--- src/rtl/bt_uart_pkg.sv ---
// Shared types and constants for the Bluetooth UART receive path.
package bt_uart_pkg;

  typedef enum logic [1:0] {
    ST_IDLE  = 2'd0,
    ST_START = 2'd1,
    ST_DATA  = 2'd2,
    ST_STOP  = 2'd3
  } rx_state_e;

  localparam int unsigned DATA_BITS = 8;
  localparam int unsigned WORD_BITS = 16;

  // Width able to count 0..clks-1; never narrower than one bit.
  function automatic int unsigned tick_width(input int unsigned clks);
    if (clks <= 32'd2) begin
      return 32'd1;
    end
    return unsigned'($clog2(clks));
  endfunction

endpackage

--- src/rtl/bt_rx_sync.sv ---
// Reset-to-1 flop chain bringing an asynchronous idle-high input into the clock domain.
module bt_rx_sync #(
  parameter int unsigned SYNC_STAGES = 2
) (
  input  logic clk,
  input  logic rst_n,
  input  logic d,
  output logic q
);

  logic [SYNC_STAGES-1:0] sync_q;
  logic [SYNC_STAGES-1:0] sync_d;

  always_comb begin
    sync_d = {sync_q[SYNC_STAGES-2:0], d};
  end

  always_ff @(posedge clk or negedge rst_n) begin
    if (!rst_n) begin
      sync_q <= '1;
    end else begin
      sync_q <= sync_d;
    end
  end

  assign q = sync_q[SYNC_STAGES-1];

endmodule

--- src/rtl/bt_uart_word_rx.sv ---
// 8N1 UART receiver that pairs bytes into 16-bit words behind a valid/ack handshake,
// with sticky framing and overrun flags.
module bt_uart_word_rx
  import bt_uart_pkg::*;
#(
  parameter int unsigned CLKS_PER_BIT = 10,
  parameter int unsigned SYNC_STAGES  = 2
) (
  input  logic                 clock,
  input  logic                 resetn,
  input  logic                 rxd,
  input  logic                 bt_state,
  input  logic                 clear_err,
  input  logic                 word_ack,
  output logic [DATA_BITS-1:0] byte_out,
  output logic                 byte_valid,
  output logic [WORD_BITS-1:0] word_out,
  output logic                 word_valid,
  output logic                 frame_err,
  output logic                 overrun,
  output logic                 busy
);

  localparam int unsigned TW = tick_width(CLKS_PER_BIT);
  localparam logic [TW-1:0] TICK_HALF = TW'(CLKS_PER_BIT / 2 - 1);
  localparam logic [TW-1:0] TICK_LAST = TW'(CLKS_PER_BIT - 1);
  localparam logic [2:0]    BIT_LAST  = 3'(DATA_BITS - 1);

  logic rxs;

  rx_state_e            state_q, state_d;
  logic [TW-1:0]        tick_q, tick_d;
  logic [2:0]           bit_q, bit_d;
  logic [DATA_BITS-1:0] shift_q, shift_d;
  logic                 half_q, half_d;
  logic [DATA_BITS-1:0] hi_q, hi_d;
  logic [DATA_BITS-1:0] byte_out_q, byte_out_d;
  logic                 byte_valid_q, byte_valid_d;
  logic [WORD_BITS-1:0] word_out_q, word_out_d;
  logic                 word_valid_q, word_valid_d;
  logic                 frame_err_q, frame_err_d;
  logic                 overrun_q, overrun_d;

  bt_rx_sync #(
    .SYNC_STAGES(SYNC_STAGES)
  ) u_rxd_sync (
    .clk  (clock),
    .rst_n(resetn),
    .d    (rxd),
    .q    (rxs)
  );

  // Next-state, deserialiser and word-pairing logic
  always_comb begin
    state_d      = state_q;
    tick_d       = tick_q;
    bit_d        = bit_q;
    shift_d      = shift_q;
    half_d       = half_q;
    hi_d         = hi_q;
    byte_out_d   = byte_out_q;
    byte_valid_d = 1'b0;
    word_out_d   = word_out_q;
    word_valid_d = word_valid_q & ~word_ack;
    frame_err_d  = frame_err_q & ~clear_err;
    overrun_d    = overrun_q & ~clear_err;

    if (!bt_state) begin
      // Link down: abandon any partial byte or word, keep delivered state
      state_d = ST_IDLE;
      tick_d  = '0;
      bit_d   = '0;
      half_d  = 1'b0;
    end else begin
      case (state_q)
        ST_IDLE: begin
          if (!rxs) begin
            state_d = ST_START;
            tick_d  = '0;
          end
        end
        ST_START: begin
          if (tick_q == TICK_HALF) begin
            tick_d  = '0;
            bit_d   = '0;
            state_d = rxs ? ST_IDLE : ST_DATA;
          end else begin
            tick_d = tick_q + TW'(1);
          end
        end
        ST_DATA: begin
          if (tick_q == TICK_LAST) begin
            shift_d = {rxs, shift_q[DATA_BITS-1:1]};
            tick_d  = '0;
            bit_d   = bit_q + 3'd1;
            if (bit_q == BIT_LAST) begin
              state_d = ST_STOP;
            end
          end else begin
            tick_d = tick_q + TW'(1);
          end
        end
        ST_STOP: begin
          if (tick_q == TICK_LAST) begin
            state_d = ST_IDLE;
            tick_d  = '0;
            if (rxs) begin
              byte_out_d   = shift_q;
              byte_valid_d = 1'b1;
              if (!half_q) begin
                hi_d   = shift_q;
                half_d = 1'b1;
              end else begin
                half_d = 1'b0;
                if (!word_valid_q || word_ack) begin
                  word_out_d   = {hi_q, shift_q};
                  word_valid_d = 1'b1;
                end else begin
                  overrun_d = 1'b1;
                end
              end
            end else begin
              frame_err_d = 1'b1;
              half_d      = 1'b0;
            end
          end else begin
            tick_d = tick_q + TW'(1);
          end
        end
        default: begin
          state_d = ST_IDLE;
        end
      endcase
    end
  end

  always_ff @(posedge clock or negedge resetn) begin
    if (!resetn) begin
      state_q      <= ST_IDLE;
      tick_q       <= '0;
      bit_q        <= '0;
      shift_q      <= '0;
      half_q       <= 1'b0;
      hi_q         <= '0;
      byte_out_q   <= '0;
      byte_valid_q <= 1'b0;
      word_out_q   <= '0;
      word_valid_q <= 1'b0;
      frame_err_q  <= 1'b0;
      overrun_q    <= 1'b0;
    end else begin
      state_q      <= state_d;
      tick_q       <= tick_d;
      bit_q        <= bit_d;
      shift_q      <= shift_d;
      half_q       <= half_d;
      hi_q         <= hi_d;
      byte_out_q   <= byte_out_d;
      byte_valid_q <= byte_valid_d;
      word_out_q   <= word_out_d;
      word_valid_q <= word_valid_d;
      frame_err_q  <= frame_err_d;
      overrun_q    <= overrun_d;
    end
  end

  assign byte_out   = byte_out_q;
  assign byte_valid = byte_valid_q;
  assign word_out   = word_out_q;
  assign word_valid = word_valid_q;
  assign frame_err  = frame_err_q;
  assign overrun    = overrun_q;
  assign busy       = (state_q != ST_IDLE);

endmodule

--- config.mk ---
export PLATFORM = sky130hd
export DESIGN_NAME = bt_uart_word_rx
export DESIGN_NICKNAME = d
export VERILOG_FILES = /design/src/rtl/bt_uart_pkg.sv /design/src/rtl/bt_rx_sync.sv /design/src/rtl/bt_uart_word_rx.sv
export SDC_FILE = /design/constraint.sdc
export NUM_CORES = 1
export LEC_CHECK = 0
export CAP_MARGIN = 20
export CORE_UTILIZATION = 40
export CTS_CLUSTER_SIZE = 12
export DETAILED_ROUTE_END_ITERATION = 8
export MAX_ROUTING_LAYER = met4
export PLACE_DENSITY_LB_ADDON = 0.3
export SYNTH_ARGS = -nofsm -noshare
export SYNTH_HDL_FRONTEND = slang
export SYNTH_SLANG_ARGS = --single-unit
--- constraint.sdc ---
create_clock -name clock -period 2.21 [get_ports clock]
set_clock_uncertainty 0.05 [all_clocks]
set_input_delay 0.442 -clock clock [delete_from_list [all_inputs] [get_ports clock]]
set_output_delay 0.442 -clock clock [all_outputs]
set_load 0.1 [all_outputs]
Word-level counts from Yosys, hierarchy flattened
Index checks and enable logic that the tools add are counted. Widths: inputs -> output; s select.

Flip-flop bits (word level): 56. Logic and storage cells: 89. Input port bits: 6.

Reductions and logical operators: 12. Muxes and demuxes: 42. Add/subtract/negate cells: 2. Bitwise operators: 6. Equal/unequal tests: 14.

Operators by type and width (count): $mux 1 (25); $mux 4 (4); $ne 3x3->1 const B (5); $mux 2 (7); $pmux 4 s3 (1); $reduce_and 5->1 (2); $mux 3 (3); $pmux 2 s4 (1); $pmux 3 s2 (1); $reduce_and 3->1 (2); $reduce_and 6->1 (1); $add 4x1->4 const B (1); $eq 2x2->1 const B (2); $eq 4x3->1 const B (1); $eq 4x4->1 const B (1); $ne 2x1->1 const B (2); $reduce_and 4->1 (1); $add 3x1->3 const B (1); $and 1x1->1 (3); $eq 3x3->1 const B (1); $ne 3x1->1 const B (1); $not 1->1 (3); $eq 2x1->1 const B (1); $logic_not 2->1 (1); 5 further kinds (5).

Depth between registers and ports, before layout
Depth after elaboration: 8. Depth in mapped cells: 9. Mapped depth without buffers: 6.

By module
From an unflattened synthesis, not the netlist that was laid out.

Cells, all modules: 165. Area, all modules: 2366.0 um2.

By module, submodules not included: bt_uart_word_rx (instances 1, cells an instance 163, area an instance 2313.5 um2, sequential area each 1351.3 um2); bt_rx_sync (instances 1, cells an instance 2, area an instance 52.6 um2, sequential area each 52.6 um2).

Worst setup path before layout
OpenSTA, ideal clock, no wires.

Path type: reg-to-reg. From: register word_valid_q, in the netlist word_valid. To: register word_out_q[10], in the netlist word_out[10]. Data arrival time: 1.966 ns. Cell stages (with the launch flop): 6. Slack: 0.068 ns. Setup time: 0.126 ns. Path buffers: 2. Cell sequence: dfrtp_1 > or2b_2 > nor2b_2 > buf_6 > buf_12 > mux2_4.

Word-level cells in the longest chain between the ends: 3.

RTL lines: from (decl) (RTL line bt_uart_word_rx.sv:40) `logic word_valid_q, word_valid_d;`; from (signal assigned) (RTL line bt_uart_word_rx.sv:161) `word_valid_q <= word_valid_d;`; $logic_not 1->1 (RTL line bt_uart_word_rx.sv:115) `if (!word_valid_q || word_ack) begin`; $logic_or 1x1->1 (RTL line bt_uart_word_rx.sv:115); $reduce_and 6->1 (no line); to (signal assigned) (RTL line bt_uart_word_rx.sv:160) `word_out_q <= word_out_d;`; to (decl) (RTL line bt_uart_word_rx.sv:39) `logic [WORD_BITS-1:0] word_out_q, word_out_d;`.

Every way passes these cells. A chain may end at the register's enable or synchronous reset.

Worst setup path after layout
From: register tick_q[1]. To: register shift_q[6].

Word-level cells in the longest chain between the ends: 2.

RTL lines: from (decl) (RTL line bt_uart_word_rx.sv:32) `logic [TW-1:0] tick_q, tick_d;`; from (signal assigned) (RTL line bt_uart_word_rx.sv:153) `tick_q <= tick_d;`; $eq 4x4->1 (RTL line bt_uart_word_rx.sv:92) `if (tick_q == TICK_LAST) begin`; $reduce_and 3->1 (no line); to (signal assigned) (RTL line bt_uart_word_rx.sv:155) `shift_q <= shift_d;`; to (decl) (RTL line bt_uart_word_rx.sv:34) `logic [DATA_BITS-1:0] shift_q, shift_d;`.

Every way passes these cells.

==> flow_metrics.py <==
metrics = {
    "outcome": {
        "status": "complete, no violations",
    },
    "clock_tree": {
        "clock-root-buffer": "clkbuf_8",
        "cts-buffers-inserted": 5,
        "cts_tree": "done",
        "insertion_delay_ns": 0.30,
        "clkTransAtPathRegs_ns": 0.10,
        "cts_buffer_depth": 2,
        "cts_resized": 0,
        "htree_levels": 2,
        "ctsHoldBuffers": 0,
        "cts_sinks": 56,
        "post-cts-setup-buffer-count": 0,
    },
    "power_and_ir_drop": {
        "swShare_pct": 25.0,
        "combinationalPowerShare_pct": 10.5,
        "p_clk_share_pct": 31.6,
        "power.internal_w": 0.00138,
        "ir_worst_vdd_v": 0.000216,
        "powerDensity_nw_per_um2": 630,
        "switchingPower_w": 0.000459,
        "p_leak_nw": 1.48,
        "p_seq_share_pct": 57.9,
    },
    "place": {
        "dp_cells": 283,
        "io_buffers": 34,
        "dp_hpwl_um": 2790,
        "placed_area_um2": 2810,
        "place_congestion": 0.718,
    },
    "drt": {
        "detailroute.via_count": 1425,
        "ant_nets": 0,
        "drcViolationCount": 0,
        "vias_per_cell": 4.90,
        "drtPass1Iterations": 4,
        "initialDrtViolationCount": 93,
        "drt-total-wl_um": 4000,
        "routedWlPerCell_um": 13.7,
    },
    "layout": {
        "final_area_um2": 2910,
        "nNetsFinal": 226,
        "final_util_pct": 49.4,
        "layout_commonest_cell": "dfrtp_1",
        "area_growth_pct": 19.6,
        "final_cells": 291,
        "drive_above_1_share_pct": 47.2,
        "diodes": 0,
        "layout_common_cells": "54 x dfrtp_1, 36 x buf_4, 33 x mux2_2",
        "fill_cells": 530,
    },
    "setup_path": {
        "r2r-end": "shift_q[6]",
        "criticalPathCategory": "reg -> reg",
        "cp-end-kind": "flop",
        "crit_chain": "inv_1, ha_1, and3b_1, buf_4, and3_2, mux2_2",
        "crit_required_ns": 2.35,
        "cp_slowest_cell": "dfrtp_1",
        "worstSetupStartpointType": "flop",
        "critPathMaxFanout": 9,
        "reg2reg_depth": 6,
        "r2r_slack_ns": 0.14,
        "crit_arrival_ns": 2.21,
        "critPathMaxStageDelay_ns": 0.42,
        "reg2reg_from": "tick_q[1]",
    },
    "global_routing": {
        "grt_usage_pct": 14.1,
        "grt_start_max_net_pins": 30,
        "grt_pass1_wl_um": 6620,
        "gr-total-overflow": 0,
        "grt_pass1_vias": 1387,
        "antenna_found_initial": 0,
    },
    "logic_synthesis": {
        "syn_inst": 174,
        "ys_async_sr_fraction_pct": 100,
        "synth_edf_count": 0,
        "synthesis.nets": 185,
        "syn_area_um2": 2430,
        "synth_cell_types": 37,
        "ys.flop_type": "dfrtp_1",
        "ys_seq_elements": 56,
        "yosysSeqAreaShare_pct": 57.7,
        "syn_avg_cell_area_um2": 14.0,
        "yosys_warnings": 0,
    },
    "timing": {
        "tightest_slew_ns": 0.357,
        "rsz0062_at_grt": "no",
        "slew_violations": 0,
        "max_freq_mhz": 484,
        "fin_crit_ns": 2.07,
        "hold_violations": 0,
        "max-slew-margin-rel_pct": 76.2,
        "fin_crit_sh_pct": 93.5,
        "setup_viol": 0,
        "hold_ws_ns": 0.0791,
        "fin_tns_setup_ns": 0,
    },
    "die": {
        "rows": 28,
        "die_w_um": 80,
        "initial_core_util_pct": 41.3,
        "die_area_um2": 6400,
        "core_region_area_um2": 5890,
        "ios": 35,
        "dieHeight_um": 80,
    },
    "min_path": {
        "hold_path.class": "in -> async",
    },
    "job": {
        "cap_violations": 0,
    },
}
-- layer usage --
layer	share of wire [%]	track usage, %	wire length, um
met1	49	18.8	1960
met2	46	20.9	1860
met3	3.7	4.11	147
met4	0.98	4.29	39
met5	0	-	0
-- stage by stage --
stage               worst slack (ns)  power [W]
floorplan                     0.0679    0.00119
global placement              0.0752    0.00127
detailed placement            0.0455    0.00128
CTS                            0.126    0.00185
global route                 0.00880    0.00193
finish                         0.144    0.00183
-- flip-flops by register name, summed over array words and instances, names as in the netlist --
register / cells
byte_out: 8
frame_err: 1
shift_q: 8
word_out: 16
tick_q: 4
state_q: 2
word_valid: 1
bit_q: 3
u_rxd_sync.sync_q: 2
hi_q: 8
overrun: 1
half_q: 1
byte_valid: 1
-- cells in the mapped netlist, drive strengths merged (3+ instances only) --
library cell	n	area share (%)
nand3	4	1.0
and3	5	1.4
o22ai	3	0.77
mux2	43	21
ha	5	2.6
nor2	3	0.46
o21ai	4	0.82
nand2	10	1.5
dfrtp	54	56
buf	7	2.6
inv	8	1.2
nor2b	4	1.1
-- worst max path at each step --
stage	from	end	slack, ns	cells past startpoint
2_1_floorplan	word_valid	word_out[10]	0.07	5
4_1_cts	tick_q[1]	word_out[0]	0.13	7
5_1_grt	tick_q[1]	shift_q[6]	0.009	6
3_5_place_dp	bt_state	word_out[0]	0.05	6
3_3_place_gp	bt_state	word_out[1]	0.08	6
6_report	tick_q[1]	shift_q[6]	0.14	6
-- power by group through the flow --
stage / sequential, W / combinational [W] / clock (W)
3_5_place_dp: 0.00108 / 0.000197 / 0
2_1_floorplan: 0.00108 / 0.000106 / 0
5_1_grt: 0.00106 / 0.000213 / 0.000649
6_report: 0.00106 / 0.000193 / 0.000579
4_1_cts: 0.00106 / 0.000197 / 0.000596
3_3_place_gp: 0.00108 / 0.000190 / 0
-- critical path, delay by kind of cell, from the launching register on --
kind	cells	cell delay, ns
muxes	1	0.36
adders and majority gates	1	0.17
buffers and inverters	2	0.29
DFF	1	0.42
and+or+nand+nor	2	0.67
-- cells by family after synthesis --
family                   count (synthesis)  share of synthesized area [%]
flip-flops                              56                           57.7
buffers and inverters                   17                           4.11
AND/OR/NAND/NOR                         38                           9.77
multiplexers                            44                           21.9
AO/OA/AOI/OAI                           14                           4.01
adder cells (fa/ha/maj)                  5                           2.57
-- final cells by class --
class / instances / area (um^2) / share of cell area, %
well taps: 75 / 93.8 / 3.22
multi-input cells: 101 / 930 / 31.9
flip-flops and latches: 56 / 1400 / 48.2
clock inverters: 2 / 15.0 / 0.516
clock buffers: 6 / 82.6 / 2.84
inverters: 8 / 30.0 / 1.03
repair buffers: 43 / 355 / 12.2
Note: power is estimated with default switching activity, not from simulation.
